### config.mk
export PLATFORM = sky130hd
export DESIGN_NAME = parse_match_ctrl
export DESIGN_NICKNAME = d
export VERILOG_FILES = /design/src/rtl/parse_match_ctrl.sv
export SDC_FILE = /design/constraint.sdc
export NUM_CORES = 1
export LEC_CHECK = 0
export CORE_ASPECT_RATIO = 1.5
export CORE_MARGIN = 4
export CORE_UTILIZATION = 43
export DETAILED_ROUTE_END_ITERATION = 8
export GPL_ROUTABILITY_DRIVEN = 0
export PLACE_DENSITY = 0.71
export RECOVER_POWER = 100
export SETUP_SLACK_MARGIN = 0.15
export SLEW_MARGIN = 20
export SYNTH_ARGS = -nofsm -noshare
export SYNTH_HDL_FRONTEND = slang
export SYNTH_SLANG_ARGS = --single-unit
### constraint.sdc
create_clock -name clk -period 3 [get_ports clk]
set_input_delay 0.6 -clock clk [delete_from_list [all_inputs] [get_ports clk]]
set_output_delay 0.6 -clock clk [all_outputs]
set_load 0.01 [all_outputs]
### src/rtl/parse_match_ctrl.sv
// Purpose: frames an MSB-first serial stream into DATA_W-bit words and matches each word against a constant key bank.
// Latency: done rises k+2 cycles after the last frame bit for a hit on key k, NUM_KEYS+1 cycles for a miss.
// Backpressure: in_ready is low from the cycle after the last frame bit through the done cycle.
module parse_match_ctrl #(
    parameter int DATA_W   = 128,
    parameter int NUM_KEYS = 4,
    parameter int IDX_W    = (NUM_KEYS > 1) ? $clog2(NUM_KEYS) : 1,
    parameter logic [NUM_KEYS*DATA_W-1:0] KEYS = {
        128'h0123456789ABCDEF_FEDCBA9876543210,
        {128{1'b1}},
        128'hDEADBEEF_CAFEF00D_0BADC0DE_8BADF00D,
        128'h0
    }
) (
    input  logic              clk,
    input  logic              rst,
    input  logic              in_valid,
    input  logic              in_data,
    input  logic              end_of_sequence,
    output logic              in_ready,
    output logic              done,
    output logic              match,
    output logic [IDX_W-1:0]  match_idx,
    output logic [DATA_W-1:0] frame_out,
    output logic              frame_err
);

    localparam int CNT_W = $clog2(DATA_W);
    localparam logic [CNT_W-1:0] LAST_BIT = CNT_W'(DATA_W - 1);
    localparam logic [IDX_W-1:0] LAST_KEY = IDX_W'(NUM_KEYS - 1);

    typedef enum logic [1:0] {
        SHIFT   = 2'd0,
        COMPARE = 2'd1,
        REPORT  = 2'd2
    } state_t;

    state_t            state;
    logic [CNT_W-1:0]  bit_cnt;
    logic [IDX_W-1:0]  key_idx;
    logic [DATA_W-1:0] shreg;
    logic [DATA_W-1:0] cur_key;

    // Key 0 sits in the MSBs of KEYS, so key k is counted down from the top.
    always_comb begin
        cur_key = '0;
        for (int k = 0; k < NUM_KEYS; k++) begin
            if (key_idx == IDX_W'(k)) begin
                cur_key = KEYS[(NUM_KEYS-1-k)*DATA_W +: DATA_W];
            end
        end
    end

    // Ready only while framing; reset forces it low so no beat is lost to a reset edge.
    always_comb begin
        in_ready = (state == SHIFT) && !rst;
    end

    // Framing / sequential key search / result reporting FSM with registered outputs.
    always_ff @(posedge clk) begin
        if (rst) begin
            state     <= SHIFT;
            bit_cnt   <= '0;
            key_idx   <= '0;
            shreg     <= '0;
            done      <= 1'b0;
            match     <= 1'b0;
            match_idx <= '0;
            frame_out <= '0;
            frame_err <= 1'b0;
        end else begin
            done      <= 1'b0;
            frame_err <= 1'b0;
            case (state)
                SHIFT: begin
                    if (in_valid) begin
                        shreg <= {shreg[DATA_W-2:0], in_data};
                        if (bit_cnt == LAST_BIT) begin
                            bit_cnt <= '0;
                            if (end_of_sequence) begin
                                state   <= COMPARE;
                                key_idx <= '0;
                            end else begin
                                // Frame overran DATA_W bits without a terminator.
                                frame_err <= 1'b1;
                            end
                        end else if (end_of_sequence) begin
                            // Terminator arrived before the frame was full.
                            bit_cnt   <= '0;
                            frame_err <= 1'b1;
                        end else begin
                            bit_cnt <= bit_cnt + 1'b1;
                        end
                    end
                end
                COMPARE: begin
                    if (shreg == cur_key) begin
                        // First hit wins, giving lowest-index priority on duplicates.
                        match     <= 1'b1;
                        match_idx <= key_idx;
                        frame_out <= shreg;
                        done      <= 1'b1;
                        state     <= REPORT;
                    end else if (key_idx == LAST_KEY) begin
                        match     <= 1'b0;
                        match_idx <= '0;
                        frame_out <= shreg;
                        done      <= 1'b1;
                        state     <= REPORT;
                    end else begin
                        key_idx <= key_idx + 1'b1;
                    end
                end
                REPORT: begin
                    state <= SHIFT;
                end
                default: begin
                    state <= SHIFT;
                end
            endcase
        end
    end

endmodule

==> results.md <==
- Failing checks: setup timing
- Max Cap Viol: 0
- Critical-path cell list: ha_4, or4b_1, a222oi_1, buf_4, nand4_1, or3_4, o31a_4, buf_12, clkbuf_16, o21ai_2, a21oi_1
- Yosys reg bits: 272
- Aggregate routed wire length: 36.2 mm
- Setup-failing EPs final: 107
- Status: complete, but fails checks
- Min Hold Slack: 0.440 ns
- Peak supply drop: 0.376 mV
- R2R Path End: frame_out[34]
- Die Y: a little over 200 um
- Vias in the first global route: 10300
- Post-Place Worst Slack: -0.159 ns
- Num CTS Buffers: 25
- Max Clk Rate: between 300 and 400 MHz
- Synth top area share: 49.9%
- Critical setup path kind: register to register
- Critical path required time: between 3 and 4 ns
- Final-report max-slew violation count: 0
- Initial antenna violation count: 0
- # diodes: 0
- CTS tree: yes
- Fin nets: 1521
- WL per Instance: 19.6 um
- Clock slew seen by the registers of the worst setup and hold paths: 0.07 ns
- Post-DP HPWL: roughly 22 mm
- Crit path DAT: 3.49 ns
- Buffer depth of the longest clock path: 3
- DR pass1 iterations: 6
- 1st-iter DRT viols: 1019
- Final design utilization: 60.7%
- Worst-case reg-to-reg path depth: 11
- Synth Cell Area: ~11000 um^2
- Worst setup path end: frame_out[34]
- Largest cells by area after synthesis: dfxtp_1 50%, a21oi_1 12%, nand2_1 9.3%
- Hold Crit Class: input port to register
- # rows: roughly 70
- Worst Setup Start Kind: register
- Std-Cell Core Area: 25100 um^2
- Cell family with most CP delay: compound AO/OA/AOI/OAI gates
- Global-route wire length before repair: about 55 mm
- Mean Syn Cell Area: 7.91 um^2
- Later-pin clock latency in the skew report: about 0.54 ns
- Total global-route track usage: 23.1%
- Hold buffer count at CTS: 0
- Crit path buffers/inverters: 3
- Final cell count without fillers: between 1500 and 2000
- Max stage delay on crit path: about 0.46 ns
- WP depth: 11
- Starting Density: 43.5%
- Commonest non-fill, non-tap cell in the layout: dfxtp_1
- Root Driver: clkbuf_16
- Share of layout cells above drive strength 1: 18.5%
- Ys Warns: 0
- Die ar.: 28000 um^2
- Distinct cells, synth: 55
- Post-DR vias/cell: ~6
- Worst Slack Setup Final: -0.111 ns
- Port-buffer cells: 138
- Remaining Overflow, GRT: 0
- Cell Area, Placed: 12800 um^2
- Die width: 138 um
- Final worst path period share: 104%
- CP endpoint kind: register
- Top_reg_cell synth: dfxtp_1
- Sink Count: 272
- Filler instances: 2082
- Final Cell Area: around 15000 um^2
- Total power: 6.93 mW
- Sequential area share after synthesis: 49.9%
- Synth-to-Final Area Change: 39.4%
- Leakage: 4.68 nW
- Post-route ant nets: 0
- Async S/R FF share, synth: 0%
- Worst flop-to-flop path startpoint: key_idx[0]
- Post-Syn Nets: roughly 1400
- Routed vias: approximately 11000
- Top-level I/O count: 139
- Yosys top cell by area: dfxtp_1
- Most frequent cells in the layout: 270 x dfxtp_1, 268 x nand2_1, 222 x a21oi_1
- Slowest-stage cell, CP: o31a_4
- Relative slew slack: 18.5%
- PwrDens: 456 nW/um^2
- Unrepaired setup endpoints after global routing: true
- Setup TNS: -4.57 ns
- Worst R2R Setup Slack: -0.11 ns
- Critical Path Start: key_idx[0]
- Worst-Margin Slew: 1.22 ns
- Largest fanout on the critical path: 10
- Shortest period the worst path allows: approximately 3.1 ns
- Final Hold Vio Count: 0
- H-tree Lvls: 1
- Largest net degree at the start of global routing: 87
- Clock skew: between 0.01 and 0.015 ns
- Placed insts: 1777
- Synth Instances: 1378
- EDFF count, synth: 0
- Drc violations: 0
[area by class of cell]
| type | instances | area (um^2) | share of cell area [%] |
|---|---|---|---|
| inverter | 7 | 26.3 | 0.173 |
| timing repair buffer | 226 | 2660 | 17.5 |
| clock inverter | 5 | 57.6 | 0.379 |
| clock buffer | 37 | 731 | 4.81 |
| tap | 328 | 410 | 2.70 |
| sequential | 272 | 5450 | 35.9 |
| multi-input combinational | 978 | 5860 | 38.6 |
[registers in the layout, summed over array words and instances (netlist names)]
register	cells
done	1
frame_err	1
frame_out	128
bit_cnt	7
state	2
match_idx	2
match	1
key_idx	2
shreg	128
[routing by layer]
| metal | GRT usage [%] | part of all wire, % |
|---|---|---|
| met1 | 28.1 | 39 |
| met2 | 41.1 | 51 |
| met3 | 3.42 | 6.3 |
| met4 | 9.04 | 4.2 |
| met5 | 0 | 0 |
[cells in the mapped netlist, types with 3 or more instances]
cell type,number
o2111ai_1,4
buf_1,8
a21oi_1,265
o21ai_0,68
inv_1,7
or4_1,10
dfxtp_1,272
ha_1,6
a2bb2o_1,3
xnor2_1,3
xor2_1,3
or3_1,3
nand4_1,27
o22ai_1,5
clkbuf_1,90
nand3_1,136
buf_2,15
nand2b_1,8
mux2i_1,3
a2111oi_0,3
and3_1,5
nor2_1,20
buf_6,7
and4_1,3
nor3_1,9
nor4_1,17
o21ai_1,70
nand2_1,270
[worst min-delay path by stage]
stage	startpoint	to	slack (ns)	cells past startpoint
after floorplan	bit_cnt[1]	bit_cnt[1]	0.45	2
after global placement	frame_out[74]	frame_out[74]	0.46	2
after detailed placement	frame_out[54]	frame_out[54]	0.47	2
after CTS	rst	frame_err	0.43	3
after global routing	rst	frame_err	0.44	3
final	rst	frame_err	0.44	3
[kinds of logic (layout without fill, tap and decap cells)]
kind of cell | Yosys count | in the layout | synth area share [%]
simple gates | 520 | 520 | 21.9
compound gates | 443 | 443 | 21.7
flops | 272 | 272 | 49.9
buf+inv | 128 | 275 | 5.09
fa+ha+maj | 6 | 6 | 0.688
xor+xnor | 6 | 6 | 0.482
mux | 3 | 3 | 0.275
[power by group]
group	leakage, nW	total, mW	switching, mW	internal, mW
logic	2.10	0.164	0.134	0.0298
registers	2.19	3.62	0.00491	3.61
clock network	0.389	3.15	1.38	1.77
total	4.68	6.93	1.52	5.41
[worst min-delay path, stage by stage]
cell	delay, ns
buf_6	0.07
nor3_1	0.05
and3_1	0.19
[timing repair]
item | 4_1_cts | 5_1_grt
buffers inserted | 18 | 0
resized for setup | 92 | 141
pin swaps | 36 | 50
gates cloned | 9 | 7
endpoints found under the setup margin | 135 | 136
Power figures use the tool's default switching activity.
